File: src/rtl/cb_cfg_programmer_pkg.sv
// Shared types and constants for the connection-block configuration programmer.
// Holds the FSM state encoding and a constant-evaluable ceil(log2) helper.
package cb_cfg_programmer_pkg;

    localparam int CB_CFG_BITS = 48;

    typedef enum logic [2:0] {
        ST_IDLE,
        ST_ARM,
        ST_LOAD,
        ST_SHIFT,
        ST_WAIT_TOK,
        ST_DONE,
        ST_ERR
    } state_t;

    // ceil(log2(value)); returns 0 for value <= 1, so callers clamp widths to >= 1.
    function automatic int clog2(input int value);
        int r;
        int v;
        r = 0;
        v = value - 1;
        while (v > 0) begin
            r = r + 1;
            v = v >> 1;
        end
        return r;
    endfunction

endpackage

File: src/rtl/cb_cfg_programmer_piso.sv
// Parallel-in serial-out shifter for one host word, LSB first.
// The current bit is registered on q and holds whenever neither load nor shift_en is asserted.
module cfg_piso #(
    parameter int WORD_W = 8
) (
    input  logic              clk,
    input  logic              reset,
    input  logic              load,
    input  logic              shift_en,
    input  logic [WORD_W-1:0] d,
    output logic              q
);

    logic [WORD_W-1:0] sr;

    // q presents bit 0 immediately on load; sr keeps the bits still to come.
    always_ff @(posedge clk) begin
        if (reset) begin
            sr <= '0;
            q  <= 1'b0;
        end else if (load) begin
            q  <= d[0];
            sr <= d >> 1;
        end else if (shift_en) begin
            q  <= sr[0];
            sr <= sr >> 1;
        end
    end

endmodule

File: src/rtl/cb_cfg_programmer.sv
// Serialises host configuration words into a daisy chain of CB config shift registers
// and waits for the chain token to come back from the last CB.
module cb_cfg_programmer
    import cb_cfg_programmer_pkg::*;
#(
    parameter int WORD_W   = 8,
    parameter int NUM_CB   = 4,
    parameter int CB_BITS  = CB_CFG_BITS,
    parameter int DONE_TMO = 64
) (
    input  logic              clk,
    input  logic              reset,
    input  logic              start,
    input  logic [WORD_W-1:0] s_data,
    input  logic              s_valid,
    output logic              s_ready,
    output logic              bit_out,
    output logic              prgm_b,
    output logic              cb_prgm_b,
    output logic              cb_prgm_b_in,
    input  logic              cb_prgm_b_out,
    output logic              busy,
    output logic              done,
    output logic              error,
    output state_t            state
);

    localparam int TOTAL = NUM_CB * CB_BITS;
    localparam int CNT_W = (clog2(TOTAL + 1) < 1) ? 1 : clog2(TOTAL + 1);
    localparam int WB_W  = (clog2(WORD_W) < 1) ? 1 : clog2(WORD_W);
    localparam int TMO_W = (clog2(DONE_TMO) < 1) ? 1 : clog2(DONE_TMO);

    localparam logic [CNT_W-1:0] LAST_BIT      = CNT_W'(TOTAL - 1);
    localparam logic [WB_W-1:0]  LAST_WORD_BIT = WB_W'(WORD_W - 1);
    localparam logic [TMO_W-1:0] LAST_TMO      = TMO_W'(DONE_TMO - 1);

    state_t            nxt;
    logic              nxt_active;
    logic [CNT_W-1:0]  bit_cnt;
    logic [WB_W-1:0]   wb_cnt;
    logic [TMO_W-1:0]  tmo_cnt;
    logic              hs;
    logic              shift_en;

    // Host handshake: a word transfers on a rising edge where s_valid && s_ready;
    // s_ready is only ever high in LOAD, and s_valid may be held high indefinitely.
    assign hs       = s_ready && s_valid;
    assign shift_en = (state == ST_SHIFT) && (nxt == ST_SHIFT);

    always_ff @(posedge clk) begin
        if (reset) begin
            state <= ST_IDLE;
        end else begin
            state <= nxt;
        end
    end

    always_comb begin
        nxt = state;
        case (state)
            ST_IDLE:     if (start) nxt = ST_ARM;
            ST_ARM:      nxt = ST_LOAD;
            ST_LOAD: begin
                if (cb_prgm_b_out)  nxt = ST_ERR;
                else if (hs)        nxt = ST_SHIFT;
            end
            ST_SHIFT: begin
                // An early token means the physical chain is shorter than NUM_CB.
                if (cb_prgm_b_out)                nxt = ST_ERR;
                else if (bit_cnt == LAST_BIT)     nxt = ST_WAIT_TOK;
                else if (wb_cnt == LAST_WORD_BIT) nxt = ST_LOAD;
            end
            ST_WAIT_TOK: begin
                if (cb_prgm_b_out)            nxt = ST_DONE;
                else if (tmo_cnt == LAST_TMO) nxt = ST_ERR;
            end
            ST_DONE:     nxt = ST_IDLE;
            ST_ERR:      nxt = ST_IDLE;
            default:     nxt = ST_IDLE;
        endcase
    end

    always_comb begin
        nxt_active = 1'b0;
        case (nxt)
            ST_ARM, ST_LOAD, ST_SHIFT, ST_WAIT_TOK: nxt_active = 1'b1;
            default:                                nxt_active = 1'b0;
        endcase
    end

    always_ff @(posedge clk) begin
        if (reset) begin
            bit_cnt <= '0;
            wb_cnt  <= '0;
            tmo_cnt <= '0;
        end else begin
            case (state)
                ST_IDLE: begin
                    if (start) begin
                        bit_cnt <= '0;
                        wb_cnt  <= '0;
                        tmo_cnt <= '0;
                    end
                end
                ST_LOAD: begin
                    if (hs) wb_cnt <= '0;
                end
                ST_SHIFT: begin
                    bit_cnt <= bit_cnt + 1'b1;
                    wb_cnt  <= wb_cnt + 1'b1;
                end
                ST_WAIT_TOK: tmo_cnt <= tmo_cnt + 1'b1;
                default: ;
            endcase
        end
    end

    // Outputs are registered from the next state so they line up with the state register.
    always_ff @(posedge clk) begin
        if (reset) begin
            s_ready      <= 1'b0;
            prgm_b       <= 1'b1;
            cb_prgm_b    <= 1'b1;
            cb_prgm_b_in <= 1'b0;
            busy         <= 1'b0;
            done         <= 1'b0;
            error        <= 1'b0;
        end else begin
            s_ready      <= (nxt == ST_LOAD);
            prgm_b       <= !nxt_active;
            cb_prgm_b    <= !nxt_active;
            cb_prgm_b_in <= (nxt == ST_SHIFT);
            busy         <= nxt_active;
            done         <= (nxt == ST_DONE);
            if (nxt == ST_ERR) begin
                error <= 1'b1;
            end else if (state == ST_IDLE && start) begin
                error <= 1'b0;
            end
        end
    end

    cfg_piso #(.WORD_W(WORD_W)) u_piso (
        .clk      (clk),
        .reset    (reset),
        .load     (hs),
        .shift_en (shift_en),
        .d        (s_data),
        .q        (bit_out)
    );

endmodule
File: config.mk
export PLATFORM = sky130hd
export DESIGN_NAME = cb_cfg_programmer
export DESIGN_NICKNAME = d
export VERILOG_FILES = /design/src/rtl/cb_cfg_programmer_pkg.sv /design/src/rtl/cb_cfg_programmer_piso.sv /design/src/rtl/cb_cfg_programmer.sv
export SDC_FILE = /design/constraint.sdc
export NUM_CORES = 1
export LEC_CHECK = 0
export CAP_MARGIN = 20
export CORE_AREA = 2 2 63 65
export DETAILED_ROUTE_END_ITERATION = 8
export DIE_AREA = 0 0 65 67
export GPL_TIMING_DRIVEN = 0
export PLACE_DENSITY_LB_ADDON = 0.25
export SLEW_MARGIN = 20
export SYNTH_ARGS = -nofsm -noshare
export SYNTH_HDL_FRONTEND = slang
export SYNTH_SLANG_ARGS = --single-unit
File: constraint.sdc
create_clock -name clk -period 2.8 [get_ports clk]
set_input_delay 0.56 -clock clk [delete_from_list [all_inputs] [get_ports clk]]
set_output_delay 0.56 -clock clk [all_outputs]
set_load 0.01 [all_outputs]
Yosys cells after proc, flatten, opt, wreduce, memory -nomap -nowiden:

Index checks and enable logic that the tools add are counted.

* reduce and logical (&&, ||, !) cells: 14
* $mul: 0
* order comparisons: 0
* multiplexer cells: 23
* shift-type cells: 0
* bitwise operators: 0
* divide/modulo/power cells: 0
* equality and inequality tests: 15
* add/sub/neg operators: 3

Operator list (number)
* 3-bit 2-to-1 mux: 10
* 8-bit one-hot mux with 2 select lines: 1
* 3-bit == test (second input constant): 5
* 3-bit one-hot mux with 5 select lines: 1
* 7-bit 2-to-1 mux: 2
* 3-bit by 2-bit == test with 1-bit output (second input constant): 4
* 6-bit one-hot mux with 2 select lines: 1
* 3-bit one-hot mux with 3 select lines: 1
* 8-bit by 1-bit adder with 8-bit output (second input constant): 1
* 8-bit == test (second input constant): 1
* 8-bit 2-to-1 mux: 1
* 2-bit nonzero test: 4
* 6-bit by 1-bit adder with 6-bit output (second input constant): 1
* 3-bit by 1-bit == test with 1-bit output (second input constant): 2
* 6-bit == test (second input constant): 1
* 6-bit 2-to-1 mux: 1
* 1-bit 2-to-1 mux: 5
* 2-bit != test (second input constant): 2
* 2-bit AND reduction: 2
* 4-bit OR reduction: 1
* 3-bit by 1-bit adder with 3-bit output (second input constant): 1
* 1-bit logical AND: 3
* 3-bit logical NOT: 1
* 3-bit AND reduction: 1
* other kinds (2): 2

* memories: 0
* latch bits: 0
* memory bits (read-only): 0
* RAM bits: 0
* bits of input ports: 13
* logic and storage cells: 67
* output and inout port bits: 11
* flip-flop bits (word level): 34

Logic depth before layout (Yosys ltp):

Gate-level depths: netlist of run 1.

* word-level depth: 9
* mapped depth: 7
* depth with buffers taken out: 6

By module:

A second synthesis of run 1 with hierarchy kept.

* cell total of the unflattened synthesis: 185
* area total of the unflattened synthesis: 1685.4 um^2

Modules (own cells, without submodules)
* cb_cfg_programmer: instances 1, area each 1316.3 um^2, cells an instance 150, sequential area each 520.5 um^2
* cfg_piso: instances 1, area each 369.1 um^2, cells an instance 35, sequential area each 160.2 um^2

Least setup slack after synthesis of run 1:

OpenSTA, ideal clock, no wires.

* path kind: reg2reg
* start: reg bit_cnt[0]
* end: reg busy
* setup slack: 0.788 ns
* buffers on the path: 1
* stages on the path, launching flop included: 8
* period minus slack after synthesis: 2.012 ns
* data required time: 2.679 ns
* arrival: 1.891 ns
* setup time: 0.121 ns
* cells stage by stage: dfxtp_1 -> ha_1 -> and4_1 -> buf_6 -> a2111oi_4 -> a2111oi_4 -> nand2_2 -> mux2_4

* word-level cells in the longest chain between the ends: 7
* elaborated cells between the ends (all ways): 10
* classes of those cells: eq/ne: 5; mux: 4; reduce/logical: 1

Ends and longest elaborated chain
* from (decl): line cb_cfg_programmer.sv:39 `logic [CNT_W-1:0] bit_cnt;`
* from (signal assigned): line cb_cfg_programmer.sv:109 `bit_cnt <= bit_cnt + 1'b1;`
* 8-bit == test *: line cb_cfg_programmer.sv:70 `else if (bit_cnt == LAST_BIT) nxt = ST_WAIT_TOK;`
* 3-bit 2-to-1 mux *: line cb_cfg_programmer.sv:70
* 3-bit 2-to-1 mux *: line cb_cfg_programmer.sv:69 `if (cb_prgm_b_out) nxt = ST_ERR;`
* 3-bit one-hot mux with 5 select lines *: line cb_cfg_programmer.sv:60 `case (state)`
* 3-bit by 2-bit == test with 1-bit output, or another cell as far along: line cb_cfg_programmer.sv:85 `case (nxt)`
* 4-bit OR reduction *: line cb_cfg_programmer.sv:85
* 1-bit 2-to-1 mux *: line cb_cfg_programmer.sv:85
* to (signal assigned): line cb_cfg_programmer.sv:133 `busy <= nxt_active;`
* to (decl): line cb_cfg_programmer.sv:22 `output logic busy,`

Mark *: on every way between the ends. The rest lies on a longest branch, timed or not.
A chain may end at the register's enable or synchronous reset.

Worst setup path in the final report of run 1:

Ends and elaborated chain as after synthesis.

==> impl_metrics.env, run 1 <==
export IMPL_finalHoldViolations=0
export IMPL_grt_max_degree=11
export IMPL_synth_seq_area_share=0.4175
export IMPL_rsz0062_at_grt="no"
export IMPL_multiInputGateArea_sq_um=875.8
export IMPL_pwr_share_seq=0.486
export IMPL_crit_top_cell="a2111oi_4"
export IMPL_clkSinkCount=34
export IMPL_slew_headroom=0.5600
export IMPL_ys_flop_type="dfxtp_1"
export IMPL_regArea_sq_um=680.7
export IMPL_drv_slew=0
export IMPL_leakage_nw=0.7274
export IMPL_grt_pass1_vias=1324
export IMPL_wl_per_cell_um=12.20
export IMPL_area_delta_synth_final_pct=22.79
export IMPL_p_int_w=0.0007881
export IMPL_drt_pass1_iter_count=4
export IMPL_postCtsSetupRepairBufs=0
export IMPL_grt_pass1_wl_um=5871
export IMPL_combPwrFrac=0.166
export IMPL_avgSynthCellArea_sq_um=8.536
export IMPL_swShare=0.2559
export IMPL_hp_class="reg -> reg"
export IMPL_power_switching_w=0.0002711
export IMPL_gp_congestion=0.7934
export IMPL_hold_buffers=0
export IMPL_rows=22
export IMPL_mostFrequentLayoutCells="40 x nor2_1, 34 x dfxtp_1, 22 x clkdlybuf4s50_1"
export IMPL_routed_wl_um=3283
export IMPL_cts_root_buf="clkbuf_8"
export IMPL_crit_chain="ha_1 -> and4_1 -> buf_6 -> a2111oi_4 -> a2111oi_4 -> nand2_2 -> mux2_4"
export IMPL_clock_skew_ps=6.437
export IMPL_crit_path_max_incr_delay_ps=610
export IMPL_vias=1399
export IMPL_power_frac_clock=0.348
export IMPL_cp_end_kind="register"
export IMPL_drcViolationCount=0
export IMPL_p_per_area_nw_per_um2=529.1
export IMPL_cts_path_max_buffers=2
export IMPL_final_common_cell="nor2_1"
export IMPL_antenna_cells=0
export IMPL_worstPathArrival_ps=2380
export IMPL_cts_buffers_inserted=5
export IMPL_synthesis_instances=191
export IMPL_drive_gt1_frac=0.1041
export IMPL_irDropWorstVdd_uv=383.5
export IMPL_crit_type="reg -> reg"
export IMPL_die_width_um=65
export IMPL_placed_cells=261
export IMPL_core_area_sq_um=3606
export IMPL_netlist_cell_type_count=46
export IMPL_ios=24
export IMPL_fin_crit_sh=0.7845
export IMPL_fillers=316
export IMPL_placed_area_sq_um=1911
export IMPL_fin_setup_tns_ps=0
export IMPL_final_cell_count_no_fill=269
export IMPL_synth_fp_nets=208
export IMPL_ys_warn_count=0
export IMPL_tritoncts="done"
export IMPL_status="complete, no violations"
export IMPL_port_buffers=22
export IMPL_synthArstFlopShare=0
export IMPL_viasPerCell=5.201
export IMPL_min_period_ps=2197
export IMPL_ant_nets=0
export IMPL_tightest_slew_ps=660.0
export IMPL_cap_violations=0
export IMPL_drtIter0Drc=44
export IMPL_die_area_sq_um=4355
export IMPL_overflow=0
export IMPL_finalInstanceArea_sq_um=2002
export IMPL_required_ps=2980
export IMPL_htreeDepth=2
export IMPL_syn_area_sq_um=1630
export IMPL_timing_fmax_ghz=0.4552
export IMPL_clk_latency_ps=280
export IMPL_setup_viol=0
export IMPL_track_usage=0.1771
export IMPL_startpoint_type="register"
export IMPL_clk_pin_slew_ps=70
export IMPL_dp_hpwl_um=2337
export IMPL_grt_antenna_before_repair=0
export IMPL_ctsResizeCount=0
export IMPL_power_w=0.001059
export IMPL_fp_dieH_um=67
export IMPL_synth_edff_count=0
export IMPL_critPathMaxFanout=9
export IMPL_fin_nets=237
export IMPL_slowest_stage="a2111oi_4"
export IMPL_ys_seq_elements=34
export IMPL_initial_utilization=0.4521
==> worst max-delay path: cells and delay by family, from the launching register on <==
family          cells  cell delay (ps)
compound gates      2              750
fa+ha+maj           1              240
buf+inv             1              130
flops               1              330
mux                 1              290
simple gates        2              350
==> metal layers <==
layer	up-vias	GRT usage	wire length, um
li1	746	-	-
met1	621	0.2256	1697
met2	26	0.2771	1392
met3	6	0.05068	127
met4	0	0.07979	65
met5	-	0	0
==> sequential cells by signal (all words and copies together), names as in the netlist <==
register and flops:
busy 1, error 1, s_ready 1, state 3, cb_prgm_b 1, u_piso.q 1
cb_prgm_b_in 1, tmo_cnt 6, wb_cnt 3, bit_cnt 8, u_piso.sr 7, done 1
==> stage by stage <==
step | util | hold WS, ps | setup slack [ps]
global route | 0.5552 | 500.8 | 464.1
global placement | 0.5298 | 459.4 | 420.1
CTS | 0.5552 | 476.3 | 585.4
floorplan | - | 437.1 | 787.9
finish | 0.5552 | 472.8 | 603.3
detailed placement | 0.5298 | 465.4 | 389.0
==> synthesized netlist by cell type (2+ instances only) <==
master | instances | area share
nor2_1 | 40 | 0.092
clkbuf_1 | 5 | 0.012
buf_4 | 2 | 0.0092
buf_6 | 2 | 0.014
o21a_1 | 3 | 0.014
a311oi_1 | 7 | 0.038
a2111oi_4 | 2 | 0.034
nand3b_1 | 3 | 0.014
and3_1 | 3 | 0.012
a21oi_1 | 13 | 0.040
nand3_1 | 9 | 0.028
a211oi_1 | 2 | 0.0092
ha_1 | 4 | 0.031
nor4_1 | 2 | 0.0077
dfxtp_1 | 34 | 0.42
a22oi_1 | 4 | 0.018
nand4_1 | 2 | 0.0077
buf_2 | 2 | 0.0061
nand2_1 | 20 | 0.046
o21ai_0 | 6 | 0.018
==> worst paths after layout <==
kind	from	to	slack [ps]	depth (start not counted)
max	bit_cnt[0]$_SDFFE_PP0P_	busy$_SDFF_PP0_	600	7
min	u_piso.sr[0]$_SDFFE_PP0P_	u_piso.q$_SDFFE_PP0P_	470	2
max reg2reg	bit_cnt[0]$_SDFFE_PP0P_	busy$_SDFF_PP0_	600	7
min reg2reg	u_piso.sr[0]$_SDFFE_PP0P_	u_piso.q$_SDFFE_PP0P_	470	2
==> area by class of cell <==
class	count	share of cell area
plain buffers	12	0.03500
clock buffers	7	0.04313
clock inverters	1	0.002500
inverters	1	0.001875
multi-input cells	144	0.4375
flip-flops and latches	34	0.3400
well taps	48	0.03000
repair buffers	22	0.1100
==> cell families (layout without fill, tap and decap cells) <==
logic type      after synthesis  count (layout)  synth area share
mux                           3               3           0.02225
simple gates                 92              92            0.2709
buf+inv                      13              43           0.04527
fa+ha+maj                     4               4           0.03070
compound gates               45              45            0.2134
flops                        34              34            0.4175
==> power groups by stage <==
| stage | combinational, W | sequential [W] | clock [W] |
|---|---|---|---|
| detailed placement | 0.000175 | 0.000525 | 0 |
| CTS | 0.000176 | 0.000514 | 0.000383 |
| global route | 0.000195 | 0.000516 | 0.000399 |
| floorplan | 0.000102 | 0.000530 | 0 |
| global placement | 0.000175 | 0.000525 | 0 |
| finish | 0.000176 | 0.000514 | 0.000369 |
Power figures use the tool's default switching activity.
==> run 2, diff against run 1 <==
clock period = 2.2 ns   (was 2.8 ns; I/O delays follow)
==> run 2 against run 1 <==
Sequential share of layout area fell by 0.25 points; design area grew 0.75%; via count unchanged; cell count up 0.74%; wire length up 0.27%; non-clock buffer count increased by 2; global-route usage did not move; sequential power increased by 27%; clock power increased by 27%; maximum frequency up 8.8%; critical endpoint unchanged.
==> impl_metrics.env, run 2 (synthesis results as in run 1) <==
export IMPL_slew_headroom=0.6007
export IMPL_timing_fmax_ghz=0.4951
export IMPL_routed_wl_um=3292
export IMPL_fp_dieH_um=67
export IMPL_rows=22
export IMPL_antenna_cells=0
export IMPL_port_buffers=22
export IMPL_status="complete, no violations"
export IMPL_crit_top_cell="a2111oi_4"
export IMPL_hp_class="reg -> reg"
export IMPL_required_ps=2380
export IMPL_grt_max_degree=11
export IMPL_critPathMaxFanout=5
export IMPL_core_area_sq_um=3606
export IMPL_clk_latency_ps=280
export IMPL_cts_root_buf="clkbuf_8"
export IMPL_irDropWorstVdd_uv=486.7
export IMPL_ant_nets=0
export IMPL_finalHoldViolations=0
export IMPL_largest_register="bit_cnt"
export IMPL_htreeDepth=2
export IMPL_overflow=0
export IMPL_startpoint_type="register"
export IMPL_rsz0062_at_grt="no"
export IMPL_cts_path_max_buffers=2
export IMPL_track_usage=0.1771
export IMPL_critical_path_top_delay_family="compound AO/OA/AOI/OAI gates"
export IMPL_placed_cells=261
export IMPL_fin_crit_sh=0.9181
export IMPL_grt_antenna_before_repair=0
export IMPL_cap_violations=0
export IMPL_fillers=312
export IMPL_cts_buffers_inserted=5
export IMPL_final_cell_count_no_fill=271
export IMPL_die_area_sq_um=4355
export IMPL_slowest_stage="a2111oi_4"
export IMPL_cp_end_kind="register"
export IMPL_final_core_util=0.5593
export IMPL_fin_nets=239
export IMPL_drt_pass1_iter_count=4
export IMPL_gp_congestion=0.7934
export IMPL_vias=1399
export IMPL_grt_pass1_wl_um=5871
export IMPL_reg_top3="bit_cnt x8, u_piso.sr x7, tmo_cnt x6"
export IMPL_tightest_slew_ps=593.5
export IMPL_grt_pass1_vias=1333
export IMPL_dp_hpwl_um=2337
export IMPL_crit_path_max_incr_delay_ps=460
export IMPL_largest_reg_flops=8
export IMPL_crit_type="reg -> reg"
export IMPL_setup_viol=0
export IMPL_drive_gt1_frac=0.1121
export IMPL_die_width_um=65
export IMPL_ios=24
export IMPL_initial_utilization=0.4521
export IMPL_mostFrequentLayoutCells="40 x nor2_1, 34 x dfxtp_1, 22 x clkdlybuf4s50_1"
export IMPL_fin_hold_ws_ps=472.1
export IMPL_fin_setup_tns_ps=0
export IMPL_critPathBufInv=1
export IMPL_clkSinkCount=34
export IMPL_drtIter0Drc=62
export IMPL_crit_chain="ha_1 -> and4_1 -> buf_6 -> a2111oi_4 -> a2111oi_4 -> nand2_2 -> mux2_4"
export IMPL_viasPerCell=5.162
export IMPL_leakage_nw=0.7383
export IMPL_drcViolationCount=0
export IMPL_p_per_area_nw_per_um2=667.8
export IMPL_drv_slew=0
export IMPL_tritoncts="done"
export IMPL_final_common_cell="nor2_1"
export IMPL_min_period_ps=2020
export IMPL_wl_per_cell_um=12.15
export IMPL_area_delta_synth_final_pct=23.71
export IMPL_worstPathArrival_ps=2200
export IMPL_clk_pin_slew_ps=70
export IMPL_hold_buffers=0
export IMPL_clock_skew_ps=6.190
==> run 2: changes by cell type in the layout (fill, tap and decap cells not counted) <==
cell / before / now
buf_4: 2 / 4
==> run 2: power by group <==
part	leakage, nW	switching, W	internal (W)
Combinational	0.415	0.000113	0.000111
Sequential	0.275	0.0000141	0.000640
Clock	0.0482	0.000216	0.000252
Total	0.738	0.000343	0.00100
==> run 2: path summary, 6_finish.rpt <==
path	endpoint	slack, ps	startpoint	cells past startpoint
worst max-delay path	busy$_SDFF_PP0_	180	bit_cnt[0]$_SDFFE_PP0P_	7
worst min-delay path	u_piso.q$_SDFFE_PP0P_	470	u_piso.sr[0]$_SDFFE_PP0P_	2
worst max register to register	busy$_SDFF_PP0_	180	bit_cnt[0]$_SDFFE_PP0P_	7
worst min register to register	u_piso.q$_SDFFE_PP0P_	470	u_piso.sr[0]$_SDFFE_PP0P_	2
==> run 2: routing by layer <==
metal	track usage	routed length, um	share of wire
met1	0.2256	1694	0.51
met2	0.2771	1398	0.42
met3	0.05068	139	0.042
met4	0.07979	59	0.018
met5	0	0	0
==> run 2: per-stage QoR <==
stage                     setup WS, ps  cell area [sq um]  total power (W)
after floorplan                  187.9               1630        0.0008043
after global placement          -59.92               1911        0.0008916
after detailed placement        -90.96               1911        0.0008918
after CTS                        182.1               2017         0.001367
after global routing             38.13               2017         0.001414
final                            180.3               2017         0.001347
==> run 2: cell type report <==
cell class,count,area [sq um],share of cell area
inverters,1,3.754,0.001861
plain buffers,12,70.07,0.03474
clock inverters,1,5.005,0.002481
clock buffers,7,86.33,0.04280
repair buffers,24,235.2,0.1166
flip-flops and latches,34,680.7,0.3375
well taps,48,60.06,0.02978
multi-input cells,144,875.8,0.4342
==> run 2: tightest hold or removal path: stages (launching register included) <==
cell and delay (ps):
dfxtp_1 310, nand2_1 50, a311oi_1 70
==> run 2: what timing repair did <==
action                                  CTS  global route
resized for setup                         0             0
buffers inserted                          2             0
endpoints found under the setup margin    1             0
